### src/rtl/stream_mux_rr.sv
// ============================================================================
// Module      : stream_mux_rr
// Description : N-to-1 registered valid/ready stream mux with round-robin
//               arbitration; y_sel tags each word with its source channel.
//               Define STREAM_MUX_PRIO_EN for strict fixed priority instead.
// Revision    : 1.0 - initial release
// ============================================================================
`default_nettype none

module stream_mux_rr #(
    parameter int N_CH  = 2,
    parameter int WIDTH = 8,
    localparam int SW   = (N_CH > 1) ? $clog2(N_CH) : 1
) (
    input  logic                  clk,
    input  logic                  rst,
    input  logic [N_CH-1:0]       i_valid,
    input  logic [N_CH*WIDTH-1:0] i_data,
    output logic [N_CH-1:0]       i_ready,
    output logic                  y_valid,
    output logic [WIDTH-1:0]      y_data,
    output logic [SW-1:0]         y_sel,
    input  logic                  y_ready
);

    logic              r_y_valid;
    logic [WIDTH-1:0]  r_y_data;
    logic [SW-1:0]     r_y_sel;

    logic              w_load;
    logic              w_found;
    logic              w_xfer;
    logic [SW-1:0]     w_grant;
    logic [WIDTH-1:0]  w_gdata;

`ifdef STREAM_MUX_PRIO_EN
    // Descending scan so the lowest-index requester is the last writer.
    always_comb begin
        w_found = 1'b0;
        w_grant = '0;
        for (int k = N_CH - 1; k >= 0; k--) begin
            if (i_valid[k]) begin
                w_found = 1'b1;
                w_grant = SW'(k);
            end
        end
    end
`else
    logic [SW-1:0] r_last;

    // Cyclic search from last+1: channels above last first, then wrap to 0..last.
    always_comb begin
        w_found = 1'b0;
        w_grant = '0;
        for (int k = 0; k < N_CH; k++) begin
            if (!w_found && i_valid[k] && (SW'(k) > r_last)) begin
                w_found = 1'b1;
                w_grant = SW'(k);
            end
        end
        for (int k = 0; k < N_CH; k++) begin
            if (!w_found && i_valid[k] && (SW'(k) <= r_last)) begin
                w_found = 1'b1;
                w_grant = SW'(k);
            end
        end
    end

    always_ff @(posedge clk) begin
        if (rst) begin
            r_last <= SW'(N_CH - 1);
        end else if (w_xfer) begin
            r_last <= w_grant;
        end
    end
`endif

    assign w_load = !r_y_valid || y_ready;
    assign w_xfer = w_load && w_found && !rst;

    always_comb begin
        w_gdata = '0;
        i_ready = '0;
        for (int k = 0; k < N_CH; k++) begin
            if (w_grant == SW'(k)) begin
                w_gdata    = i_data[k*WIDTH +: WIDTH];
                i_ready[k] = w_xfer;
            end
        end
    end

    // One-entry output register; a same-cycle load overwrites a completing word.
    always_ff @(posedge clk) begin
        if (rst) begin
            r_y_valid <= 1'b0;
            r_y_data  <= '0;
            r_y_sel   <= '0;
        end else if (w_xfer) begin
            r_y_valid <= 1'b1;
            r_y_data  <= w_gdata;
            r_y_sel   <= w_grant;
        end else if (y_ready) begin
            r_y_valid <= 1'b0;
        end
    end

    assign y_valid = r_y_valid;
    assign y_data  = r_y_data;
    assign y_sel   = r_y_sel;

endmodule

`default_nettype wire

### config.mk
export PLATFORM = sky130hd
export DESIGN_NAME = stream_mux_rr
export DESIGN_NICKNAME = d
export VERILOG_FILES = /design/src/rtl/stream_mux_rr.sv
export SDC_FILE = /design/constraint.sdc
export NUM_CORES = 1
export LEC_CHECK = 0
export CORE_MARGIN = 1
export CORE_UTILIZATION = 35
export DETAILED_ROUTE_END_ITERATION = 10
export MAX_ROUTING_LAYER = met4
export PLACE_DENSITY = 0.72
export SLEW_MARGIN = 40
export SYNTH_ARGS = -nofsm -noshare
export SYNTH_HDL_FRONTEND = slang
export SYNTH_SLANG_ARGS = --single-unit
### constraint.sdc
create_clock -name clk -period 1.4 [get_ports clk]
set_input_delay 0.28 -clock clk [delete_from_list [all_inputs] [get_ports clk]]
set_output_delay 0.28 -clock clk [all_outputs]
set_load 0.005 [all_outputs]
Word level (Yosys, flattened, before mapping)
Cells that the tools add are included.
Word-level totals
  flip-flop bits (word level): 11
  input bits: 21
  RAM bits: 0
  memories kept: 0
  bits in latches: 0
  logic and storage cells: 36
  bits in read-only memories: 0
Operators by class
  reductions and logical operators: 16
  $add $sub $neg: 0
  divide/modulo/power cells: 0
  equal/unequal tests: 0
  multipliers: 0
  bitwise operators: 0
  magnitude comparators: 4
  shift operators: 0
  mux-type cells: 12
Operators with widths (number)
  2-to-1 mux 1 bit: 11
  logical AND 1 bit: 9
  2-to-1 mux 8 bit: 1
  zero test 1 bit: 5
  greater-than comparator 1 bit, first input constant: 2
  less-or-equal comparator 1 bit, first input constant: 2
  nonzero test 2 bit: 1
  logical OR 1 bit: 1

Logic depth before layout (Yosys ltp)
  word-level depth: 18
  depth in mapped cells: 4

Worst setup path before layout
OpenSTA, ideal clock, no wires.
  path type: flip-flop to output port
  start point: reg r_y_valid, in the netlist y_valid
  end point: out i_ready[1]
  cell stages (with the launch flop): 4
  data arrival time: 0.901 ns
  setup slack: 0.219 ns
  data required time: 1.120 ns
  cells stage by stage: dfxtp_1 nor2b_1 nor3_4 and2_2
On the way
  word-level cells in the longest chain between the ends: 5
RTL lines
  start: declaration: RTL line 26  | logic r_y_valid;
  start signal: assignment: RTL line 95  | r_y_valid <= 1'b0;
  start signal: assignment: RTL line 99  | r_y_valid <= 1'b1;
  start signal: assignment: RTL line 103  | r_y_valid <= 1'b0;
  zero test 1 bit: RTL line 78  | assign w_load = !r_y_valid || y_ready;
  logical OR 1 bit: RTL line 78
  logical AND 1 bit (2 in a row): RTL line 79  | assign w_xfer = w_load && w_found && !rst;
  2-to-1 mux 1 bit: RTL line 85  | if (w_grant == SW'(k)) begin
  end: declaration: RTL line 19  | output logic [N_CH-1:0] i_ready,
No other way between the ends.

Worst setup path after layout
  start point: reg r_y_valid, in the netlist y_valid
  end point: out i_ready[0]
The elaborated chain is that of the path after synthesis.

==> results.txt <==
Reg-to-Reg End: y_data[1]
Largest cells by area after synthesis: dfxtp_1, mux2i_1, a211oi_1
Core ar.: 1380 um2
DP HPWL: 1050 um
Static leakage: 0.506 nW
First-pass GRT wire length: 2620 um
Die W: 41.6 um
Avg Inst Size Synth: 10.2 um2
Routed length per instance: 13.8 um
Initial DRC count: 2
CTS tree: yes
Slew Viols, Final: 0
Crit Path Class: register to output pin
Switch Pwr: 0.000225 W
Yosys Warn Count: 0
End of the critical path: i_ready[0]
Nature of the critical path endpoint: output pin
Share of synthesized flip-flops with an asynchronous set or reset: 0
Sw frac: 0.269
Clock Power Share: 0.268
Critical Path Source: y_valid
# fillers: 111
Clock buffer depth: 2
Min-delay worst type: register to register
Mapped cell area: 549 um2
Comb power frac: 0.305
Detail Route Antenna Nets: 0
Power share of the sequential group: 0.427
Initial Util: 0.397
Max cap viols: 0
Num CTS Buffers: 3
Internal cell power: 0.000611 W
Critical path's slowest cell: dfxtp_2
Seq cells post-synth: 11
DR vias: 598
Post-route design area: 1030 um2
Sequential area share after synthesis: 0.401
Worst-Margin Slew: 0.418 ns
Placement Rows: 13
I/O Buffers: 32
Fin crit period: 1.47 ns
PwrDens: 812 nW/um2
Setup violators final: 1
Slew margin rel.: 0.721
Critical Path RT: 1.12 ns
Skew-Pair Late Insertion Delay: 0.27 ns
Hold_sp: y_sel
Worst R2R Path Depth: 6
I/O pin cnt: 33
Final WS setup: -0.0683 ns
Number of synthesized flops with an enable pin: 0
Reg-to-Reg Start: r_last
Top-count cell post-synth: dfxtp_1
Largest net degree at the start of global routing: 12
Area leader, netlist: dfxtp_1
Antenna violations before repair: 0
Syn Nets: 75
Worst R2R Setup Slack: 0.08 ns
Area growth from synthesis to layout: 87.5%
H-tree depth: 1
Post-synthesis cell type count: 20
Detailed Routing Iterations Pass 1: 2
ANT cells: 0
Sequential cell area: 229 um2
Crit-path cells: nor2b_4 -> buf_6 -> nor4_4 -> buf_2
CP peak stage delay: 0.32 ns
Synth top area share: 0.401
Synth cell count leaders: dfxtp_1, mux2i_1, a211oi_1, a31oi_1, a21oi_1
Failing checks: setup timing
RSZ-0062 raised after global routing: true
Crit path arrival time: 1.19 ns
Clock-pin slew on the worst setup and hold paths: 0.07 ns
DRC: 0
Placed cell areas: 907 um2
Clock root cell: clkbuf_4
Routed Wire Length: 1570 um
Die height: 41.6 um
Die area: 1730 um2
Final Hold Viols: 0
Final nets: 121
Multi-input gate area: 323 um2
Max Fclk: 681 MHz
Outcome: finished with violations
Total congestion overflow: 0
Ys flop type: dfxtp_1
Worst VDD drop: 0.464 mV
Share of cells above drive strength 1: 0.333
Critical path peak fanout: 2
Total Power: 0.000836 W
Final period util: 1.05
Vias per inst: 5.25
GRT Overall Usage: 0.203
Startpoint types: register
Setup TNS: -0.0683 ns
Synth Instances: 54
Worst Skew: 0.00209 ns
Final GP Congestion: 0.724
Vias in the first global route: 585
Clock sinks: 11
[cell type report]
class	instances	area share
Clock buffer	4	0.0255
Inverter	1	0.00365
Multi-Input combinational cell	38	0.313
Sequential cell	11	0.222
Tap cell	15	0.0182
Timing Repair Buffer	45	0.417
[critical path: cells and delay by family (launching register included)]
kind | cells | cell delay [ns]
DFF | 1 | 0.32
and+or+nand+nor | 2 | 0.32
buffers and inverters | 2 | 0.27
[metal layers]
metal	up-vias	share of wire	GRT usage
li1	299	-	-
met1	279	0.44	0.244
met2	18	0.51	0.334
met3	2	0.050	0.0652
met4	0	0.0045	0.0387
met5	-	0	-
[flip-flops by register name (all words and copies together), names as in the netlist]
name / flops
y_sel: 1
y_valid: 1
y_data: 8
r_last: 1
[power by group through the flow]
stage	clock network, W	registers [W]	logic [W]
after floorplan	0	0.000362	0.0000986
after global placement	0	0.000361	0.000235
after detailed placement	0	0.000361	0.000236
after CTS	0.000230	0.000357	0.000249
after global routing	0.000244	0.000360	0.000275
final	0.000224	0.000357	0.000255
[worst min-delay path by stage]
| stage | end | slack, ns | cells after the start |
|---|---|---|---|
| 2_1_floorplan | r_last | 0.46 | 2 |
| 3_3_place_gp | y_sel | 0.47 | 2 |
| 3_5_place_dp | y_sel | 0.48 | 2 |
| 4_1_cts | y_valid | 0.47 | 3 |
| 5_1_grt | y_sel | 0.51 | 2 |
| 6_report | y_sel | 0.48 | 2 |
[what timing repair did]
action	in CTS	in global routing
endpoints found under the setup margin	8	13
pin swaps	1	3
gates resized for setup	27	14
buffers inserted	4	2
hold buffers	0	0
[layout by cell type, fill, tap and decap left out]
| cell | netlist | final |
|---|---|---|
| and2_4 | 0 | 1 |
| clkdlybuf4s50_1 | 0 | 17 |
| a211oi_1 | 7 | 7 |
| buf_4 | 0 | 10 |
| buf_6 | 0 | 4 |
| clkbuf_1 | 1 | 1 |
| buf_2 | 2 | 1 |
| a31oi_1 | 7 | 7 |
| nor3_4 | 1 | 1 |
| dfxtp_2 | 0 | 7 |
| inv_1 | 1 | 1 |
| nor2b_4 | 0 | 1 |
| a21boi_4 | 1 | 1 |
| dfxtp_1 | 11 | 4 |
| a311oi_1 | 1 | 1 |
| clkbuf_4 | 0 | 3 |
| dlymetal6s2s_1 | 0 | 6 |
| nor2_4 | 0 | 1 |
| clkdlybuf4s15_1 | 0 | 1 |
| nor4_4 | 0 | 1 |
| clkbuf_2 | 0 | 1 |
| dlygate4sd2_1 | 0 | 5 |
| nand2b_1 | 1 | 1 |
| o21ai_0 | 2 | 2 |
| nand3_1 | 2 | 2 |
| or2_2 | 1 | 1 |
| mux2i_1 | 8 | 8 |
| a21oi_1 | 3 | 3 |
[logic make-up (layout without fill, tap and decap cells)]
logic type | after synthesis | after routing | synth area share
AO/OA/AOI/OAI | 21 | 21 | 0.271
buffers and inverters | 5 | 50 | 0.0683
flip-flops | 11 | 11 | 0.401
multiplexers | 8 | 8 | 0.146
AND/OR/NAND/NOR | 9 | 9 | 0.114
[metrics by stage]
stage / hold WS, ns / std cells / setup slack, ns / util
2_1_floorplan: 0.458 / 54 / 0.219 / -
3_3_place_gp: 0.472 / 104 / -0.684 / 0.656
3_5_place_dp: 0.476 / 104 / -0.706 / 0.656
4_1_cts: 0.472 / 112 / -0.0993 / 0.714
5_1_grt: 0.506 / 114 / -0.127 / 0.745
6_report: 0.476 / 114 / -0.0683 / 0.745
No activity file was read; power rests on OpenSTA's default activity.
